==> src/rtl/regfile_wb_queue.sv <==
// Write-back queue in front of the register file: accepts up to SRC producer
// writes per cycle into an in-order circular queue, drains up to WRITE entries
// per cycle onto the regfile write ports, and offers a youngest-match bypass
// lookup over the queued entries.
module regfile_wb_queue #(
  parameter int DATA     = 32,
  parameter int ADDR     = 4,
  parameter int SRC      = 2,
  parameter int WRITE    = 1,
  parameter int DEPTH    = 8,
  parameter bit ZERO_REG = 1'b0
) (
  input  logic                              clk,
  input  logic                              reset_,
  input  logic [SRC-1:0]                    req_,
  input  logic [SRC-1:0][ADDR-1:0]          req_addr,
  input  logic [SRC-1:0][DATA-1:0]          req_data,
  output logic [SRC-1:0]                    ack,
  output logic [WRITE-1:0][ADDR-1:0]        waddr,
  output logic [WRITE-1:0]                  we_,
  output logic [WRITE-1:0][DATA-1:0]        wdata,
  input  logic [ADDR-1:0]                   qaddr,
  output logic                              qhit,
  output logic [DATA-1:0]                   qdata,
  output logic [$clog2(DEPTH+1)-1:0]        count,
  output logic                              full
);

  localparam int CW = $clog2(DEPTH + 1);
  localparam int PW = $clog2(DEPTH);

  logic [ADDR-1:0]          e_addr [DEPTH];
  logic [DATA-1:0]          e_data [DEPTH];
  logic [PW-1:0]            head;
  logic [PW-1:0]            tail;
  logic [CW-1:0]            free_slots;
  logic [CW-1:0]            pushes;
  logic [CW-1:0]            pops;
  logic [SRC-1:0]           push_en;
  logic [SRC-1:0][PW-1:0]   push_idx;
  logic [PW-1:0]            rd_idx;
  logic [PW-1:0]            lk_idx;

  // Free space is judged on the registered count only; this cycle's drain
  // is not credited, so acceptance never depends on the write ports.
  assign free_slots = CW'(DEPTH) - count;
  assign pops       = (count < CW'(WRITE)) ? count : CW'(WRITE);
  assign full       = (count == CW'(DEPTH));

  // Rank active requests in source order; lower index claims the older slot
  always_comb begin
    ack      = '0;
    push_en  = '0;
    push_idx = '0;
    pushes   = '0;
    for (int s = 0; s < SRC; s++) begin
      if (!req_[s] && reset_ && !full) begin
        if (ZERO_REG && (req_addr[s] == '0)) begin
          ack[s] = 1'b1;
        end else if (pushes < free_slots) begin
          ack[s]      = 1'b1;
          push_en[s]  = 1'b1;
          push_idx[s] = tail + PW'(pushes);
          pushes      = pushes + CW'(1);
        end
      end
    end
  end

  // Present the oldest min(count, WRITE) entries on the write ports
  always_comb begin
    we_    = '1;
    waddr  = '0;
    wdata  = '0;
    rd_idx = '0;
    for (int j = 0; j < WRITE; j++) begin
      if (CW'(j) < pops) begin
        rd_idx   = head + PW'(j);
        we_[j]   = 1'b0;
        waddr[j] = e_addr[rd_idx];
        wdata[j] = e_data[rd_idx];
      end
    end
  end

  // Bypass lookup: walk oldest to youngest so the last match wins
  always_comb begin
    qhit   = 1'b0;
    qdata  = '0;
    lk_idx = '0;
    for (int i = 0; i < DEPTH; i++) begin
      lk_idx = head + PW'(i);
      if ((CW'(i) < count) && (e_addr[lk_idx] == qaddr)) begin
        qhit  = 1'b1;
        qdata = e_data[lk_idx];
      end
    end
  end

  // Pointer and occupancy update; reset overrides both push and pop
  always_ff @(posedge clk) begin
    if (!reset_) begin
      head  <= '0;
      tail  <= '0;
      count <= '0;
    end else begin
      head  <= head + PW'(pops);
      tail  <= tail + PW'(pushes);
      count <= count + pushes - pops;
    end
  end

  // Entry storage; push_en is already blocked while reset is asserted
  always_ff @(posedge clk) begin
    for (int s = 0; s < SRC; s++) begin
      if (push_en[s]) begin
        e_addr[push_idx[s]] <= req_addr[s];
        e_data[push_idx[s]] <= req_data[s];
      end
    end
  end

endmodule

==> config.mk <==
export PLATFORM = sky130hd
export DESIGN_NAME = regfile_wb_queue
export DESIGN_NICKNAME = d
export VERILOG_FILES = /design/src/rtl/regfile_wb_queue.sv
export SDC_FILE = /design/constraint.sdc
export NUM_CORES = 1
export LEC_CHECK = 0
export ABC_AREA = 1
export BUFFER_PORTS_ARGS = -buffer_cell sky130_fd_sc_hd__buf_2
export CAP_MARGIN = 30
export CORE_UTILIZATION = 30
export CTS_CLUSTER_DIAMETER = 120
export DETAILED_ROUTE_END_ITERATION = 10
export GPL_TIMING_DRIVEN = 0
export PLACE_DENSITY = 0.51
export SYNTH_ARGS = -nofsm -noshare
export SYNTH_HDL_FRONTEND = slang
export SYNTH_SLANG_ARGS = --single-unit
==> constraint.sdc <==
create_clock -name clk -period 11.1 [get_ports clk]
set_input_delay 1.665 -clock clk [delete_from_list [all_inputs] [get_ports clk]]
set_output_delay 1.665 -clock clk [all_outputs]
set_load 0.005 [all_outputs]
==> metrics.md, run 1 <==
| Metric | Value |
|---|---|
| Outcome | `finished clean` |
| Row Count | `about 110` |
| Total power | `11.4 mW` |
| Synth Cell Area | `roughly 26,000 µm²` |
| R2r setup slk | `~6 ns` |
| Register area share after synthesis | `approximately a third` |
| Share of cells above drive strength 1 | `a little under an eighth` |
| Tot GR Track Use | `a little under a third` |
| Worst reg2reg startpoint | `count[0]` |
| Vias in the first global route | `between 20,000 and 30,000` |
| Syn_area_per_cell | `6.32 µm²` |
| Hold Path Sink | `tail[2]` |
| Post-layout min period | `8.49 ns` |
| Antenna-violating nets left | `0` |
| CTS tree | `yes` |
| Post-synth top area share | `roughly 33%` |
| Grt ovf | `0` |
| IO Pins | `about 160` |
| Pwr Density | `between 300 and 400 nW/µm²` |
| Setup TNS | `0 ns` |
| Final HPWL DP | `around 110,000 µm` |
| Worst hold stages | `2` |
| Clock sink total | `298` |
| Drt via density | `5.54` |
| Crit path required time | `9.44 ns` |
| Worst-case clock skew | `between 0.015 and 0.02 ns` |
| Via count | `approximately 30,000` |
| Final worst slack | `approximately 2.6 ns` |
| Synthesized netlist cell count | `between 4,000 and 5,000` |
| Simple-gate share of the synthesized area | `36.8%` |
| Mapped Nets | `4,217` |
| Synth warn | `0` |
| Area leader, netlist | `edfxtp_1` |
| XOR/XNOR Fraction of Synth Area | `less than 1%` |
| Largest net degree at the start of global routing | `23` |
| Fraction of synthesized area in multiplexers | `between 1 and 1.5%` |
| Detailed Route Iter0 Violations | `4,431` |
| DR WL/cell | `between 20 and 30 µm` |
| H-tree lvl count | `2` |
| Largest family of logic cells by synthesized area | `simple AND/OR/NAND/NOR gates` |
| Pins Over Slew Limit | `0` |
| Yosys cell types | `42` |
| Final Net Count | `around 4,400` |
| Dominant cells by area after synthesis | `edfxtp_1 33%, nand2_1 23%, o21ai_0 15%, nor2_1 4.6%, nand3_1 3.6%` |
| Slew margin rel. | `a little over a fifth` |
| R2R Path End | `e_data[1][12]` |
| Maximum clock path buffer count | `3` |
| Register bit total from synthesis | `about 300` |
| Worst setup EP type | `output port` |
| Hold WC Path Type | `reg2reg` |
| IO buf count | `118` |
| CP arrival | `~6.8 ns` |
| Detailed Routing Iterations Pass 1 | `6` |
| Cell with the most instances after synthesis | `nand2_1` |
| Hold-fix buffers, CTS | `0` |
| First-pass GRT wire length | `around 200,000 µm` |
| Initial Util | `30.5%` |
| Die area | `around 88,000 µm²` |
| Ys flop type | `edfxtp_1` |
| Postcts setup bufs | `0` |
| Die Span Y | `approximately 300 µm` |
| Initial antenna violation count | `12` |
| FFs w/ async S/R, synth | `0%` |
| RSZ-0062 raised after global routing | `false` |
| Area Growth Syn to Fin | `14.4%` |
| CP startpoint kind | `register` |
| Pre-CTS setup slack | `~3 ns` |
| VDD IR max | `0.000264 V` |
| Final Cycle Share | `between 70% and 80%` |
| Core footprint | `roughly 86,000 µm²` |
| PostCTS Resize Cnt | `0` |
| LEAKAGE | `~14 nW` |
| Final Setup Violations | `0` |
| Adder-Cell Fraction of Synth Area | `less than 1%` |
| Clock root buffer | `clkbuf_16` |
| Reg clk slew, reported paths | `~0.06 ns` |
| Routability cong. | `around 1` |
| CP Max Fanout | `10` |
| Drc violations | `0` |
| Final-report hold violation count | `0` |
| WL final | `between 100,000 and 150,000 µm` |
| Cell count of the worst reg-to-reg path | `18` |
| Die span in x | `around 300 µm` |
| Hold Crit Start | `tail[2]` |
| Max-Cap Viols | `0` |
| Worst setup path class | `reg2out` |
| Synth cell count leaders | `1,607 x nand2_1, 780 x o21ai_0, 318 x nor2_1, 288 x edfxtp_1, 187 x nand3_1` |
| Compound-Gate Fraction of Synth Area | `between 15 and 20%` |
| Clk Latency, worst-skew pair | `~0.57 ns` |
| Worst-Margin Slew | `about 1.2 ns` |
| FMAX | `about 120 MHz` |
| TritonCTS Buffers | `38` |
| Post-synth EDFFs | `between 200 and 300` |
## critical path, cell delays in order (launching register included)
cell	delay (ns)
dfxtp_1	0.40
inv_2	0.37
buf_2	0.46
buf_2	0.38
clkbuf_1	0.48
ha_1	0.54
inv_2	0.19
buf_2	0.36
buf_2	0.38
nand3_1	0.16
nand3_1	0.16
nand2_1	0.07
nand2_1	0.06
nand3_1	0.16
nand3b_1	0.71
buf_2	0.48
nor2_1	0.15
nor2_1	0.06
nand2_1	0.08
nand2_1	0.05
nand2_1	0.05
nand2_1	0.05
nand2_1	0.07
nand2_1	0.15
buf_2	0.19
## layout make-up
| cell class | instances | area, µm² |
|---|---|---|
| Tap cell | 1144 | 1430 |
| Fill cell | 9367 | 55800 |
| Buffer | 341 | 1530 |
| Clock inverter | 25 | 164 |
| Antenna cell | 5 | 12.5 |
| Timing Repair Buffer | 145 | 1050 |
| Multi-Input combinational cell | 3300 | 15100 |
| Inverter | 180 | 678 |
| Sequential cell | 298 | 8850 |
| Clock buffer | 43 | 991 |
## registers in the layout, summed over array words and instances, names as in the netlist
register and count:
tail 3, e_addr 32, e_data 256, count 4, head 3
## how the worst max path moves through the flow
stage          startpoint       endpoint  slack, ns  cells after the start
2_1_floorplan      reset_   e_addr[1][0]       5.76                      7
3_3_place_gp       reset_  e_data[0][13]       0.97                      8
3_5_place_dp      head[1]      qdata[19]       2.95                     24
4_1_cts           head[1]      qdata[19]       2.34                     24
5_1_grt           head[1]      qdata[19]       2.62                     24
6_report          head[1]      qdata[19]       2.61                     24
## layout by cell type, fill, tap and decap left out, types with 15 or more instances in the layout
cell type and count:
clkbuf_1 169, and2_0 30, mux2i_1 32, nand3_1 187, o21ai_1 35, or2_2 121, o21ai_0 774, nand4_1 64
nor2_1 318, buf_1 25, clkbuf_2 33, o211ai_1 31, inv_1 164, ha_1 15, buf_2 223, a211oi_1 33
clkbuf_16 39, edfxtp_1 288, nand2_1 1607, clkinv_1 16
## cells by family (layout without fill, tap and decap cells)
family,count (synthesis),count (layout)
compound gates,895,895
xor+xnor,16,16
fa+ha+maj,18,18
buf+inv,521,734
flops,298,298
mux,32,32
other cells,1,6
simple gates,2338,2338
## where the power goes
part / total (mW) / switching (mW) / internal (mW)
Clock: 1.22 / 0.550 / 0.669
Sequential: 1.49 / 0.0792 / 1.41
Combinational: 8.72 / 6.39 / 2.32
## metrics by stage
stage                     instance area (µm²)  hold slack (ns)  cells  utilization, %
after CTS                               29700            0.578   5472            34.7
after detailed placement                28600            0.560   5404            33.4
after floorplan                         26100            0.516   4119               -
after global routing                    29800            0.595   5479            34.8
after global placement                  28100            0.553   5381            32.8
final                                   29800            0.584   5481            34.8
## per-layer routing
| layer | global-route usage [%] | up-vias | routed length (µm) |
|---|---|---|---|
| met1 | 42.8 | 14200 | 59100 |
| met4 | 15.4 | 6 | 7140 |
| met2 | 48.9 | 1874 | 61600 |
| met5 | 0 | - | 38 |
| li1 | - | 13900 | - |
| met3 | 6.24 | 329 | 15000 |
Power figures use the tool's default switching activity.
==> run 2: changes to the inputs <==
--- a/config.mk
+++ b/config.mk
@@ -5,14 +5,14 @@
 export SDC_FILE = /design/constraint.sdc
 export NUM_CORES = 1
 export LEC_CHECK = 0
-export ABC_AREA = 1
+export ABC_AREA = 0
 export BUFFER_PORTS_ARGS = -buffer_cell sky130_fd_sc_hd__buf_2
 export CAP_MARGIN = 30
 export CORE_UTILIZATION = 30
 export CTS_CLUSTER_DIAMETER = 120
 export DETAILED_ROUTE_END_ITERATION = 10
 export GPL_TIMING_DRIVEN = 0
-export PLACE_DENSITY = 0.51
+export PLACE_DENSITY = 0.53
 export SYNTH_ARGS = -nofsm -noshare
 export SYNTH_HDL_FRONTEND = slang
 export SYNTH_SLANG_ARGS = --single-unit
==> constraint.sdc (replaced) <==
create_clock -name clk -period 7.8 [get_ports clk]
set_input_delay 1.17 -clock clk [delete_from_list [all_inputs] [get_ports clk]]
set_output_delay 1.17 -clock clk [all_outputs]
set_load 0.005 [all_outputs]
==> run 2 against run 1 <==
Largest power group unchanged. Clock-buffer cell count is 3 higher. Critical path type unchanged. Via count shrank 26%. Sequential share of layout area is 0.84 points lower. Highest routed layer unchanged. Worst hold slack better by 0.071 ns.
==> metrics.md, run 2 <==
| Metric | Value |
|---|---|
| Outcome | `finished clean` |
| Most frequent cells in the layout | `291 x mux2_2, 288 x edfxtp_1, 277 x mux4_2` |
| Vias in the first global route | `~22,000` |
| Post-route cell area | `a little over 30,000 µm²` |
| Largest register FFs | `256` |
| FFs w/ async S/R, synth | `0%` |
| Die Span Y | `299 µm` |
| Routability cong. | `a little over 0.9` |
| WL final | `~120,000 µm` |
| CTS tree | `yes` |
| Synth Cell Area | `26,400 µm²` |
| First-pass GRT wire length | `about 160,000 µm` |
| Drc violations | `0` |
| Row Count | `around 110` |
| Final Setup Violations | `0` |
| Yosys cell types | `a little under 60` |
| Slew margin rel. | `between 20% and 30%` |
| Clk Latency, worst-skew pair | `about 0.58 ns` |
| Post-layout min period | `approximately 7.3 ns` |
| Clock sink total | `298` |
| CP arrival | `around 6.1 ns` |
| Worst setup path class | `reg2out` |
| Register area share after synthesis | `approximately 34%` |
| Syn_area_per_cell | `between 10 and 15 µm²` |
| Post-synth top area share | `around 33%` |
| Final Cycle Share | `93.5%` |
| Via count | `between 20,000 and 25,000` |
| Dominant cells by area after synthesis | `edfxtp_1 33%, mux4_2 24%, mux2_2 12%, mux2i_1 5.3%, nand2_1 3.9%` |
| Antenna-violating nets left | `0` |
| Clock root buffer | `clkbuf_16` |
| Pre-CTS setup slack | `roughly 0.30 ns` |
| Tot GR Track Use | `between 20 and 30%` |
| Initial Util | `a little over 30%` |
| Largest net degree at the start of global routing | `18` |
| Die span in x | `299 µm` |
| VDD IR max | `around 0.00028 V` |
| CP startpoint kind | `register` |
| LEAKAGE | `10.7 nW` |
| FILL cells | `roughly 8,400` |
| Maximum clock path buffer count | `3` |
| Final-report hold violation count | `0` |
| Crit path required time | `6.63 ns` |
| Met2 GRT Util | `between 40% and 50%` |
| Busiest grt layer | `met2` |
| Cell with the most instances after synthesis | `mux2_2` |
| Area Growth Syn to Fin | `16.2%` |
| Detailed Route Iter0 Violations | `between 2,000 and 3,000` |
| Final HPWL DP | `just over 80,000 µm` |
| Core footprint | `a little under 90,000 µm²` |
| Worst hold stages | `2` |
| Hold WC Path Type | `reg2reg` |
| Register bit total from synthesis | `between 200 and 300` |
| Ys flop type | `edfxtp_1` |
| Worst setup EP type | `output port` |
| Synth cell count leaders | `291 x mux2_2, 288 x edfxtp_1, 277 x mux4_2, 274 x nand2_1, 177 x nor2_1` |
| IO buf count | `approximately 150` |
| Drt via density | `~6.2` |
| Pins Over Slew Limit | `0` |
| FMAX | `137 MHz` |
| Fin util | `between 30% and 40%` |
| DR WL/cell | `31.9 µm` |
| IO Pins | `about 160` |
| Share of cells above drive strength 1 | `around 40%` |
| Grt ovf | `0` |
| Most common cell after layout, fill and taps aside | `mux2_2` |
| Die area | `approximately 90,000 µm²` |
| Initial antenna violation count | `15` |
| Met1 GRT Util | `a little under a third` |
| Mapped Nets | `2,290` |
| Detailed Routing Iterations Pass 1 | `10` |
| Pwr Density | `~450 nW/µm²` |
| Final worst slack | `between 0.5 and 0.6 ns` |
| Post-synth EDFFs | `288` |
| CP Max Fanout | `19` |
| Area after DPL | `between 20,000 and 30,000 µm²` |
| Worst-case clock skew | `about 0.014 ns` |
| Max-Cap Viols | `0` |
| Final Net Count | `2,528` |
| Worst-Margin Slew | `roughly 1.1 ns` |
| TritonCTS Buffers | `37` |
| M3 GR Usage | `under 10%` |
| Cell count of the worst reg-to-reg path | `16` |
| Synth warn | `0` |
| Area leader, netlist | `edfxtp_1` |
| H-tree lvl count | `2` |
| Reg clk slew, reported paths | `about 0.060 ns` |
| RSZ-0062 raised after global routing | `false` |
| Synthesized netlist cell count | `2,192` |
run 2: cell count changes in the layout (fill, tap and decap cells not counted), sizes merged, moves of 35 or more:
cell | previous run | this run
nand4 | 64 | 2
or2 | 121 | 5
o21ai | 815 | 43
nor3 | 2 | 39
and3 | 0 | 36
inv | 179 | 15
a22oi | 0 | 35
nand2 | 1607 | 275
nand3 | 188 | 40
mux4 | 0 | 277
clkbuf | 241 | 131
nor2 | 324 | 179
mux2i | 32 | 139
mux2 | 0 | 291
run 2: metal layers:
metal	wire length, µm	up-vias
li1	-	9096
met1	43800	11300
met2	53400	1637
met3	12900	316
met4	5370	16
met5	94	-
run 2: path summary, 6_finish.rpt:
path / to / slack [ns] / startpoint
worst max register to register: e_data[4][12] / 2.64 / count[1]
worst min-delay path: head[0] / 0.66 / head[0]
worst max-delay path: qdata[0] / 0.51 / head[1]
worst min register to register: head[0] / 0.66 / head[0]
run 2: final cells by class:
cell class	instances	area [µm²]	share of cell area (%)
inverters	15	56.3	0.184
flip-flops and latches	298	8850	28.9
well taps	1155	1450	4.71
plain buffers	200	1030	3.37
clock buffers	46	981	3.20
repair buffers	200	1530	5.00
multi-input cells	1678	16500	54.0
clock inverters	21	200	0.653
diodes	6	15.0	0.0490
run 2: critical path: stages, from the launching register on:
cell      delay, ns
dfxtp_1        0.35
buf_4          0.24
buf_4          0.36
clkbuf_2       0.47
inv_1          0.17
ha_1           0.31
buf_4          0.22
buf_6          0.20
buf_4          0.27
mux2i_1        0.27
mux2i_1        0.11
a21oi_1        0.32
nand3_1        0.14
a21oi_2        0.53
nand2b_1       0.32
buf_2          0.38
o221ai_1       0.18
a22oi_1        0.44
buf_2          0.22
run 2: cells by family (layout without fill, tap and decap cells):
family,after synthesis,in the layout,synth area share [%]
and+or+nand+nor,641,641,10.8
DFF,298,298,33.5
AOI/OAI and AO/OA,267,267,7.73
adders and majority gates,18,18,0.939
muxes,707,707,41.3
buffers and inverters,216,482,4.14
xor gates and xnor gates,44,44,1.46
other,1,7,0.0142
run 2: timing repair:
item / CTS / global route
resized for setup: 2 / 0
hold buffers: 0 / 0
pin swaps: 0 / 0
setup buffers: 0 / 0
setup endpoints to repair: 31 / 7
run 2: report_power, final:
part           switching, mW  total [mW]  internal [mW]
sequential             0.164        2.16           2.00
combinational           5.99        9.81           3.82
clock                  0.753        1.75          0.997
total                   6.91        13.7           6.82
run 2: per-stage QoR:
stage | cells | total power [mW] | hold WS (ns) | TNS, ns
finish | 3619 | 13.7 | 0.655 | 0
global placement | 3501 | 11.5 | 0.629 | -317.79
global route | 3617 | 14.2 | 0.690 | 0
detailed placement | 3541 | 11.7 | 0.642 | 0
CTS | 3608 | 13.5 | 0.657 | 0
floorplan | 2192 | 8.12 | 0.597 | 0
